<file path="config.mk">
export PLATFORM = sky130hd
export DESIGN_NAME = mem_bist_ctrl
export DESIGN_NICKNAME = d
export VERILOG_FILES = /design/src/rtl/mem_bist_pkg.sv /design/src/rtl/mem_bist_pattern.sv /design/src/rtl/mem_bist_ctrl.sv
export SDC_FILE = /design/constraint.sdc
export NUM_CORES = 1
export LEC_CHECK = 0
export ABC_AREA = 1
export CAP_MARGIN = 20
export CORE_MARGIN = 10
export CORE_UTILIZATION = 45
export DETAILED_ROUTE_END_ITERATION = 8
export PLACE_DENSITY = 0.72
export SYNTH_ARGS = -nofsm -noshare
export SYNTH_HDL_FRONTEND = slang
export SYNTH_SLANG_ARGS = --single-unit
</file>
<file path="constraint.sdc">
create_clock -name clk -period 2.47 [get_ports clk]
set_input_delay 0.494 -clock clk [delete_from_list [all_inputs] [get_ports clk]]
set_output_delay 0.494 -clock clk [all_outputs]
set_load 0.005 [all_outputs]
</file>
<file path="src/rtl/mem_bist_pkg.sv">
// Shared types and default sizing for the memory BIST controller and its bench.
// MEM_BIST_INV_PASS_EN adds the inverted-pattern write/read states.
package mem_bist_pkg;

  localparam int unsigned BIST_ADDR_WIDTH = 4;
  localparam int unsigned BIST_DATA_WIDTH = 8;
  localparam int unsigned BIST_DEPTH      = 16;
  localparam int unsigned BIST_ERR_WIDTH  = 8;

  typedef enum logic [2:0] {
    IDLE,
    WRITE,
    READ,
    FIN
`ifdef MEM_BIST_INV_PASS_EN
    ,
    WRITE_INV,
    READ_INV
`endif
  } bist_state_t;

endpackage

</file>
<file path="src/rtl/mem_bist_pattern.sv">
// Combinational test pattern: address zero-extended, XOR seed, optionally inverted.
module mem_bist_pattern #(
  parameter int unsigned ADDR_WIDTH = 4,
  parameter int unsigned DATA_WIDTH = 8
) (
  input  logic [ADDR_WIDTH-1:0] addr,
  input  logic [DATA_WIDTH-1:0] seed,
  input  logic                  inv,
  output logic [DATA_WIDTH-1:0] pattern_c
);

  logic [DATA_WIDTH-1:0] base_c;

  always_comb begin
    base_c    = DATA_WIDTH'(addr) ^ seed;
    pattern_c = inv ? ~base_c : base_c;
  end

endmodule

</file>
<file path="src/rtl/mem_bist_ctrl.sv">
// March-style memory BIST: write address^seed, read back and compare, report result.
// Define MEM_BIST_INV_PASS_EN to append a second write/read pass with the inverted pattern.
module mem_bist_ctrl
  import mem_bist_pkg::*;
#(
  parameter int unsigned ADDR_WIDTH = BIST_ADDR_WIDTH,
  parameter int unsigned DATA_WIDTH = BIST_DATA_WIDTH,
  parameter int unsigned DEPTH      = BIST_DEPTH
) (
  input  logic                  clk,
  input  logic                  rst,
  input  logic                  start,
  input  logic [ADDR_WIDTH:0]   num,
  input  logic [DATA_WIDTH-1:0] seed,
  output logic                  valid,
  output logic                  wr_rd,
  output logic [ADDR_WIDTH-1:0] addr,
  output logic [DATA_WIDTH-1:0] wdata,
  input  logic                  ready,
  input  logic [DATA_WIDTH-1:0] rdata,
  output logic                  busy,
  output logic                  done,
  output logic                  pass,
  output logic [7:0]            err_count,
  output logic [ADDR_WIDTH-1:0] fail_addr
);

  localparam int unsigned NW = ADDR_WIDTH + 1;

  bist_state_t           state;
  logic [NW-1:0]         num_q;
  logic [DATA_WIDTH-1:0] seed_q;

  logic [NW-1:0]         num_clamp_c;
  logic                  accept_c;
  logic                  last_c;
  logic                  mismatch_c;
  logic [ADDR_WIDTH-1:0] wr_addr_c;
  logic [DATA_WIDTH-1:0] wr_seed_c;
  logic                  wr_inv_c;
  logic                  exp_inv_c;
  logic [DATA_WIDTH-1:0] wr_pat_c;
  logic [DATA_WIDTH-1:0] exp_pat_c;

  always_comb begin
    num_clamp_c = (num > NW'(DEPTH)) ? NW'(DEPTH) : num;
    accept_c    = valid & ready;
    last_c      = ({1'b0, addr} == (num_q - NW'(1)));
    mismatch_c  = accept_c & ~wr_rd & (rdata != exp_pat_c);
  end

  // Pattern inputs for the next write data, which is loaded one step ahead of the address
  always_comb begin
    wr_addr_c = '0;
    wr_seed_c = seed_q;
    wr_inv_c  = 1'b0;
    exp_inv_c = 1'b0;
    case (state)
      IDLE:  wr_seed_c = seed;
      WRITE: wr_addr_c = addr + ADDR_WIDTH'(1);
`ifdef MEM_BIST_INV_PASS_EN
      READ:  wr_inv_c = 1'b1;
      WRITE_INV: begin
        wr_addr_c = addr + ADDR_WIDTH'(1);
        wr_inv_c  = 1'b1;
      end
      READ_INV: exp_inv_c = 1'b1;
`endif
      default: ;
    endcase
  end

  mem_bist_pattern #(
    .ADDR_WIDTH (ADDR_WIDTH),
    .DATA_WIDTH (DATA_WIDTH)
  ) u_wr_pat (
    .addr      (wr_addr_c),
    .seed      (wr_seed_c),
    .inv       (wr_inv_c),
    .pattern_c (wr_pat_c)
  );

  mem_bist_pattern #(
    .ADDR_WIDTH (ADDR_WIDTH),
    .DATA_WIDTH (DATA_WIDTH)
  ) u_exp_pat (
    .addr      (addr),
    .seed      (seed_q),
    .inv       (exp_inv_c),
    .pattern_c (exp_pat_c)
  );

  always_ff @(posedge clk) begin
    if (rst) begin
      state     <= IDLE;
      num_q     <= '0;
      seed_q    <= '0;
      valid     <= 1'b0;
      wr_rd     <= 1'b0;
      addr      <= '0;
      wdata     <= '0;
      busy      <= 1'b0;
      done      <= 1'b0;
      pass      <= 1'b0;
      err_count <= '0;
      fail_addr <= '0;
    end else begin
      done <= 1'b0;

      // Read compare; the first miss is the one seen while the count is still zero
      if (mismatch_c) begin
        if (err_count != 8'hFF) err_count <= err_count + 8'd1;
        if (err_count == 8'd0)  fail_addr <= addr;
      end

      case (state)
        IDLE: begin
          if (start) begin
            num_q     <= num_clamp_c;
            seed_q    <= seed;
            err_count <= '0;
            fail_addr <= '0;
            pass      <= 1'b0;
            busy      <= 1'b1;
            addr      <= '0;
            if (num_clamp_c == '0) begin
              state <= FIN;
              valid <= 1'b0;
            end else begin
              state <= WRITE;
              valid <= 1'b1;
              wr_rd <= 1'b1;
              wdata <= wr_pat_c;
            end
          end
        end

        WRITE: begin
          if (accept_c) begin
            if (last_c) begin
              state <= READ;
              addr  <= '0;
              wr_rd <= 1'b0;
            end else begin
              addr  <= addr + ADDR_WIDTH'(1);
              wdata <= wr_pat_c;
            end
          end
        end

        READ: begin
          if (accept_c) begin
            if (last_c) begin
`ifdef MEM_BIST_INV_PASS_EN
              state <= WRITE_INV;
              addr  <= '0;
              wr_rd <= 1'b1;
              wdata <= wr_pat_c;
`else
              state <= FIN;
              valid <= 1'b0;
`endif
            end else begin
              addr <= addr + ADDR_WIDTH'(1);
            end
          end
        end

`ifdef MEM_BIST_INV_PASS_EN
        WRITE_INV: begin
          if (accept_c) begin
            if (last_c) begin
              state <= READ_INV;
              addr  <= '0;
              wr_rd <= 1'b0;
            end else begin
              addr  <= addr + ADDR_WIDTH'(1);
              wdata <= wr_pat_c;
            end
          end
        end

        READ_INV: begin
          if (accept_c) begin
            if (last_c) begin
              state <= FIN;
              valid <= 1'b0;
            end else begin
              addr <= addr + ADDR_WIDTH'(1);
            end
          end
        end
`endif

        FIN: begin
          done  <= 1'b1;
          pass  <= (err_count == 8'd0);
          busy  <= 1'b0;
          valid <= 1'b0;
          state <= IDLE;
        end

        default: begin
          state <= IDLE;
          valid <= 1'b0;
          busy  <= 1'b0;
        end
      endcase
    end
  end

endmodule

</file>
# == Word-level counts from Yosys, hierarchy flattened ==
# Index checks and enable logic that the tools add are counted.
# totals
ff_bits,45
inputBits,25
output_inout_bits,29
# op_classes
add_sub_neg,3
order_cmp,1
eq_ne,14
n_mux,42
bitwise_logic,8
n_reduce_logical,15
# op_table
operator,count
$mux W8,9
$mux W4,10
$reduce_and A5 Y1,4
$ne A2 B2 Y1 const B,8
$pmux W8 S2,1
$xor A4 B8 Y8,2
$mux W3,5
$pmux W4 S3,1
$mux W1,9
$pmux W3 S3,1
$add A8 B1 Y8 const B,1
$logic_not A8 Y1,1
$ne A8 B8 Y1,1
$ne A8 B8 Y1 const B,1
$eq A3 B2 Y1 const B,2
$pmux W1 S2,3
$reduce_and A2 Y1,3
$eq A4 B5 Y1,1
$gt A5 B5 Y1 const B,1
$logic_not A5 Y1,1
$mux W5,1
$sub A5 B1 Y5 const B,1
$add A4 B1 Y4 const B,1
$reduce_and A4 Y1,1
other kinds (9),14

# == Depth between registers and ports, before layout ==
# Gate-level depths: netlist of run 1.
# logic_depth
ltp_word,6
ltp_mapped,15
mapped_depth_nobuf,15

# == Hierarchy ==
# A second synthesis of run 1 with hierarchy kept.
# hier_totals
cells_unflattened,438
area_unflattened_um2,2864.0
# modules_own_cells
module,instances,cells_each,area_each_um2,seq_area_each_um2
mem_bist_ctrl,1,354,2473.6,880.8
mem_bist_pattern,2,42,195.2,0.0

# == Worst setup path after synthesis of run 1 ==
# OpenSTA, ideal clock, no wires.
# synth_path
path_kind,register to register
from,reg num_q[0]
to,reg state[0]
setup_ps,113
arrival_ps,1528
t_required_ps,2357
setup_slack_ps,829
path_stages_with_launch,15
path_buffers,0
period_less_slack_ps,1641
cell_sequence,dfxtp_1 -> inv_1 -> ha_1 -> inv_1 -> nand2_1 -> nand2_1 -> nand3_1 -> nor2_1 -> nand2_2 -> nand2_1 -> nand2_1 -> nor2_4 -> nand2_1 -> nand2_1 -> nor2_1
# synth_between
elab_chain_cells,4
elab_cells_between_ends,5
cone_classes,1 x add/sub; 3 x eq/ne; 1 x reduce/logical
# synth_lines
element,line_no,rtl
"start, declared",mem_bist_ctrl.sv:31,logic [NW-1:0] num_q;
"start signal, assigned",mem_bist_ctrl.sv:119,num_q <= num_clamp_c;
$sub A5 B1 Y5 *,mem_bist_ctrl.sv:48,"last_c = ({1'b0, addr} == (num_q - NW'(1)));"
$eq A4 B5 Y1 *,mem_bist_ctrl.sv:48,
$ne A2 B2 Y1 (no line),-,
$reduce_and A5 Y1 (no line) *,-,
"end signal, assigned",mem_bist_ctrl.sv:95,state <= IDLE;
"end signal, assigned",mem_bist_ctrl.sv:127,state <= FIN;
"end signal, assigned",mem_bist_ctrl.sv:130,state <= WRITE;
"end, declared",mem_bist_ctrl.sv:30,bist_state_t state;
# Every way passes the cells marked *; elsewhere a longest branch is shown, timed or not.
# A chain may end at the register's enable or synchronous reset.

# == Worst setup path after layout of run 1 ==
# layout_path
from,reg addr[0]
to,out addr[0]
# layout_lines
element,line_no,rtl
"start, declared",mem_bist_ctrl.sv:17,"output logic [ADDR_WIDTH-1:0] addr,"
"start signal, assigned",mem_bist_ctrl.sv:145,addr <= addr + ADDR_WIDTH'(1);
"start signal, assigned",mem_bist_ctrl.sv:164,addr <= addr + ADDR_WIDTH'(1);
# No word-level cell between the ends.

==> results of run 1 <==
[worst min-delay path by stage]
stage	start	end	slack, ns	depth (start not counted)
after floorplan	valid	valid	0.45	2
after global placement	valid	valid	0.45	2
after detailed placement	valid	valid	0.46	2
after CTS	valid	valid	0.47	2
after global routing	valid	valid	0.49	2
final	valid	valid	0.47	2
[final cells by class]
type / instances / area share
Clock inverter: 2 / 0.0107
Sequential cell: 44 / 0.269
Inverter: 51 / 0.0585
Tap cell: 72 / 0.0275
Multi-Input combinational cell: 274 / 0.430
Clock buffer: 6 / 0.0222
Timing Repair Buffer: 60 / 0.182
[power groups by stage]
stage	Sequential, mW	Clock [mW]	Combinational [mW]
finish	0.985	0.552	1.44
global route	1.01	0.582	1.64
CTS	0.986	0.559	1.45
detailed placement	1.00	0	1.44
global placement	1.00	0	1.41
floorplan	0.984	0	0.934
[kinds of logic after synthesis]
logic type	count (synthesis)
flops	44
simple gates	201
xor+xnor	22
compound gates	43
buf+inv	58
fa+ha+maj	8
[layout by cell type, fill, tap and decap left out, types with 9 or more instances in the layout]
cell type,count
dfxtp_1,44
nand2_1,93
nand3_1,32
xnor2_1,12
inv_1,47
nor2_1,55
a21oi_1,9
clkdlybuf4s50_1,53
xor2_1,10
o21ai_0,30
[per-layer routing]
metal  up-vias  global-route usage  routed length, um
met1      1123               0.182               2900
li1       1301                   -                  -
met4         0              0.0574                134
met3        13              0.0397                501
met2        71               0.251               3060
met5         -                   0                  0
[through the flow]
stage                     instances  area (sq um)  power [mW]   util
after floorplan                 376          2510        1.92      -
after CTS                       509          3270        2.99  0.598
after global placement          501          3160        2.41  0.578
after global routing            509          3270        3.23  0.598
final                           509          3270        2.97  0.598
after detailed placement        501          3160        2.45  0.578
[registers in the layout, indices dropped and copies added (netlist names), 2 cells and up]
signal	count
err_count	8
seed_q	8
wdata	8
num_q	5
addr	4
fail_addr	4
state	2
==> run_results.csv, run 1 <==
group,metric,value,unit
yosys,syn_nets,409,
global_route,grt_pass1_wl,11.0,mm
yosys,synthTopCellsByCount,"nand2_1 (93), nor2_1 (55), inv_1 (47)",
layout,layout.nets,469,
setup_path,end_kind,"output port",
setup_path,r2r-start,"num_q[0]",
yosys,synthSimpleGateAreaFrac,0.349,
timing,timing.fmax,515,MHz
timing,min_period,1.94,ns
setup_path,cp_slowest_cell,"clkdlybuf4s50_1",
floorplan,die-width,94.7,um
timing,setup_viol,0,
clock_network,cts_tree,"yes",
pwr,p_int,1.79,mW
yosys,async_flop_share,0,
pwr,p_leak,1.42,nW
yosys,synthCells,376,
yosys,synth_top_area_cell,"dfxtp_1",
timing,fin_ws,0.529,ns
route,ant_nets,0,
yosys,synth.area.mux_share,0,
setup_path,slowest_delay,0.59,ns
setup_path,cp.required,1.98,ns
timing,fin_skew,0.00442,ns
route,vias,2508,
yosys,synth_area_per_cell,6.69,sq um
clock_network,hold_buffers,0,
clock_network,cts.sinks,44,
yosys,synth_top_family_by_area,"simple AND/OR/NAND/NOR gates",
global_route,antenna_found_initial,0,
setup_path,critical_path_class,"reg2out",
yosys,ys.warnings.count,0,
timing,tightest_slew,0.445,ns
route,routedWlPerCell,13.0,um
route,finalWirelength,6.59,mm
timing,timing.hold.ws,0.471,ns
place,portBuffers,53,
layout,multi_input_comb_area,1410,sq um
floorplan,die_h,94.7,um
route,dr.pass1.iters,4,
clock_network,ctsLongestPathBuffers,2,
pwr,ir_drop,0.442,mV
timing,finalHoldViolCount,0,
yosys,yosysTopAreaCellShare,0.350,
setup_path,cp.buffers_inverters,1,
floorplan,start_util,0.459,
pwr,switchingPower,1.19,mW
floorplan,die_area,8980,sq um
clock_network,cts_setup_buffers,0,
route,drc,0,
pwr,pwr-share-comb,0.483,
clock_network,clk_pin_slew,0.09,ns
yosys,synth_area_leaders,"dfxtp_1 (35%), nand2_1 (14%), nor2_1 (8.2%)",
global_route,grt_overflow,0,
yosys,synth_compound_gate_area_share,0.0931,
global_route,grt.total_usage,0.151,
floorplan,io_pins,54,
layout,syn2layout_area_growth,30.1,%
floorplan,rows,27,
setup_path,reg2reg_slack,0.59,ns
yosys,yosysSeqAreaShare,0.350,
setup_path,reg2reg_depth,14,
layout,regArea,881,sq um
yosys,synth.distinct_cells,28,
timing,fin_tns_setup,0,ns
setup_path,cp-startpoint,"addr[0]",
place,dp_slack,0.339,ns
timing,rsz0062_at_grt,"false",
yosys,ys_ff_latch,44,
floorplan,core_area,5470,sq um
pwr,p_sw_frac,0.399,
setup_path,startpoint_type,"flop",
yosys,synthXorXnorAreaFrac,0.0767,
setup_path,crit_family,"buffers and inverters",
setup_path,endpoint,"addr[0]",
clock_network,h-tree-depth,2,
flow_run,max-cap-violations,0,
global_route,grt_pass1_vias,2387,
place,dp_hpwl,5.15,mm
setup_path,cp_data_arrival_time,1.45,ns
setup_path,path_cells,"clkdlybuf4s50_1",
layout,fillers,546,
yosys,syn_area,2510,sq um
layout,num_antenna_cells,0,
clock_network,cts_buffers,5,
timing,relSlewSlack,0.702,
timing,slew_violations,0,
yosys,synth_edf_count,0,
clock_network,cts_root_buffer,"clkbuf_8",
pwr,seqPwrFrac,0.331,
timing,fin_crit_sh,0.786,
setup_path,cp_max_fo,9,
yosys,synthAdderAreaFrac,0.0398,
pwr,clkPwrFrac,0.186,
setup_path,cp.depth,1,
layout,layout-drive-gt1-share,0.0641,
route,first_iter_violations,99,
yosys,synthFlopType,"dfxtp_1",
status,outcome,"finished clean",
setup_path,r2r-end,"state[0]",
hold_path,hp-class,"reg2reg",
place,gp_congestion,0.908,
route,vias_per_cell,4.93,
clock_network,cts_resized,0,
clock_network,clock_latency,0.30,ns
pwr,powerDensity,909,nW/um^2
global_route,grt_max_degree,28,
yosys,yosysMostFrequentCell,"nand2_1",
Power figures use the tool's default switching activity.
==> run 2: changes to the inputs <==
Clock period 2.47 ns to 1.91 ns, I/O delays scaled along.
==> run_results.csv, run 2 (synthesis gave the netlist of run 1 again) <==
group,metric,value,unit
status,outcome,"finished clean",
pwr,clkPwrFrac,0.172,
hold_path,hp-class,"reg2reg",
pwr,p_sw_frac,0.408,
place,portBuffers,53,
setup_path,end_kind,"flop",
pwr,p_leak,1.50,nW
layout,syn2layout_area_growth,38.4,%
setup_path,reg2reg_slack,0.09,ns
setup_path,critical_path_class,"reg2reg",
setup_path,cp_max_fo,8,
layout,fillers,512,
global_route,grt_pass1_wl,11.1,mm
floorplan,io_pins,54,
timing,relSlewSlack,0.577,
setup_path,crit_top_cell,"nor2_1",
layout,largest_registers,"err_count x8, seed_q x8, wdata x8",
layout,num_antenna_cells,0,
route,dr.pass1.iters,4,
timing,fin_tns_setup,0,ns
timing,finalHoldViolCount,0,
pwr,ir_drop,0.580,mV
layout,final_common_cell,"nand2_1",
route,vias_per_cell,4.92,
route,ant_nets,0,
clock_network,h-tree-depth,2,
clock_network,clock_latency,0.30,ns
layout,mostFrequentLayoutCells,"nand2_1 (87), clkdlybuf4s50_1 (53), nor2_1 (47)",
floorplan,die_h,94.7,um
global_route,grt.total_usage,0.150,
timing,fin_crit_sh,0.952,
place,gp_congestion,0.946,
setup_path,slowest_delay,0.34,ns
floorplan,die-width,94.7,um
timing,slew_violations,0,
setup_path,path_cells,"inv_2 > ha_4 > inv_1 > nand2_1 > nand2_2 > nand3_2 > nor2_4 > nand2_4 > o21ai_4 > clkinv_4 > nor2_1 > nor2_1",
timing,tightest_slew,0.629,ns
route,routedWlPerCell,13.0,um
route,vias,2559,
flow_run,max-cap-violations,0,
clock_network,cts_root_buffer,"clkbuf_8",
global_route,grt_max_degree,28,
timing,timing.fmax,550,MHz
route,finalWirelength,6.78,mm
clock_network,ctsLongestPathBuffers,2,
pwr,pwr-share-comb,0.517,
timing,min_period,1.82,ns
timing,fin_skew,0.00638,ns
pwr,switchingPower,1.69,mW
floorplan,start_util,0.459,
clock_network,hold_buffers,0,
route,first_iter_violations,69,
layout,layout-drive-gt1-share,0.136,
pwr,p_int,2.45,mW
setup_path,startpoint_type,"flop",
clock_network,cts.sinks,44,
floorplan,die_area,8980,sq um
route,drc,0,
setup_path,cp.required,2.11,ns
clock_network,cts_buffers,5,
layout,fin_util,0.636,
setup_path,cp_slowest_cell,"dfxtp_2",
clock_network,cts_tree,"yes",
floorplan,rows,27,
clock_network,clk_pin_slew,0.09,ns
timing,timing.hold.ws,0.479,ns
timing,setup_viol,0,
floorplan,core_area,5470,sq um
global_route,grt_pass1_vias,2401,
pwr,total_power,4.15,mW
layout,layout.nets,480,
setup_path,crit_family,"simple AND/OR/NAND/NOR gates",
global_route,grt_overflow,0,
pwr,powerDensity,1190,nW/um^2
global_route,antenna_found_initial,0,
pwr,seqPwrFrac,0.311,
setup_path,cp_data_arrival_time,2.02,ns
setup_path,cp.buffers_inverters,3,
place,dp_hpwl,5.12,mm
## run 2: metal layers
metal / global-route usage / vias up / part of all wire
met1: 0.184 / 1157 / 0.45
li1: - / 1326 / -
met5: 0 / - / 0
met3: 0.0444 / 8 / 0.063
met4: 0.0411 / 0 / 0.012
met2: 0.251 / 68 / 0.47
## run 2: layout make-up
type	instances	area, sq um	area share
clock buffer	6	72.6	0.0209
clock inverter	2	35.0	0.0101
inverter	51	196	0.0565
multi-input combinational	275	1530	0.439
sequential	44	886	0.255
tap	72	90.1	0.0259
timing repair buffer	70	671	0.193
## run 2: worst paths after layout
kind	startpoint	endpoint	depth (start not counted)
max	num_q[1]	wdata[6]	12
min	valid	valid	2
max reg2reg	num_q[1]	wdata[6]	12
min reg2reg	valid	valid	2
## run 2: what timing repair did
item	CTS	global route
resized for setup	0	37
endpoints found under the setup margin	0	15
buffers inserted	0	2
## run 2: power by group through the flow
stage / clock [mW] / sequential, mW / combinational (mW)
3_3_place_gp: 0 / 1.28 / 1.88
4_1_cts: 0.730 / 1.26 / 1.91
5_1_grt: 0.765 / 1.32 / 2.42
6_report: 0.711 / 1.29 / 2.14
2_1_floorplan: 0 / 1.27 / 1.21
3_5_place_dp: 0 / 1.29 / 1.91
## run 2: per-stage QoR
| step | cell area, sq um | worst slack [ns] | cells |
|---|---|---|---|
| 2_1_floorplan | 2510 | 0.269 | 376 |
| 3_3_place_gp | 3220 | -0.0451 | 509 |
| 3_5_place_dp | 3220 | -0.0746 | 509 |
| 6_report | 3480 | 0.0911 | 520 |
| 4_1_cts | 3330 | 0.0526 | 517 |
| 5_1_grt | 3480 | -0.0292 | 520 |
## run 2: worst register-to-register path, delay by kind of cell (launching register included)
family                     cells  cell delay [ns]
AOI/OAI and AO/OA              1             0.24
adders and majority gates      1             0.23
buffers and inverters          3             0.27
DFF                            1             0.34
and+or+nand+nor                7             0.64
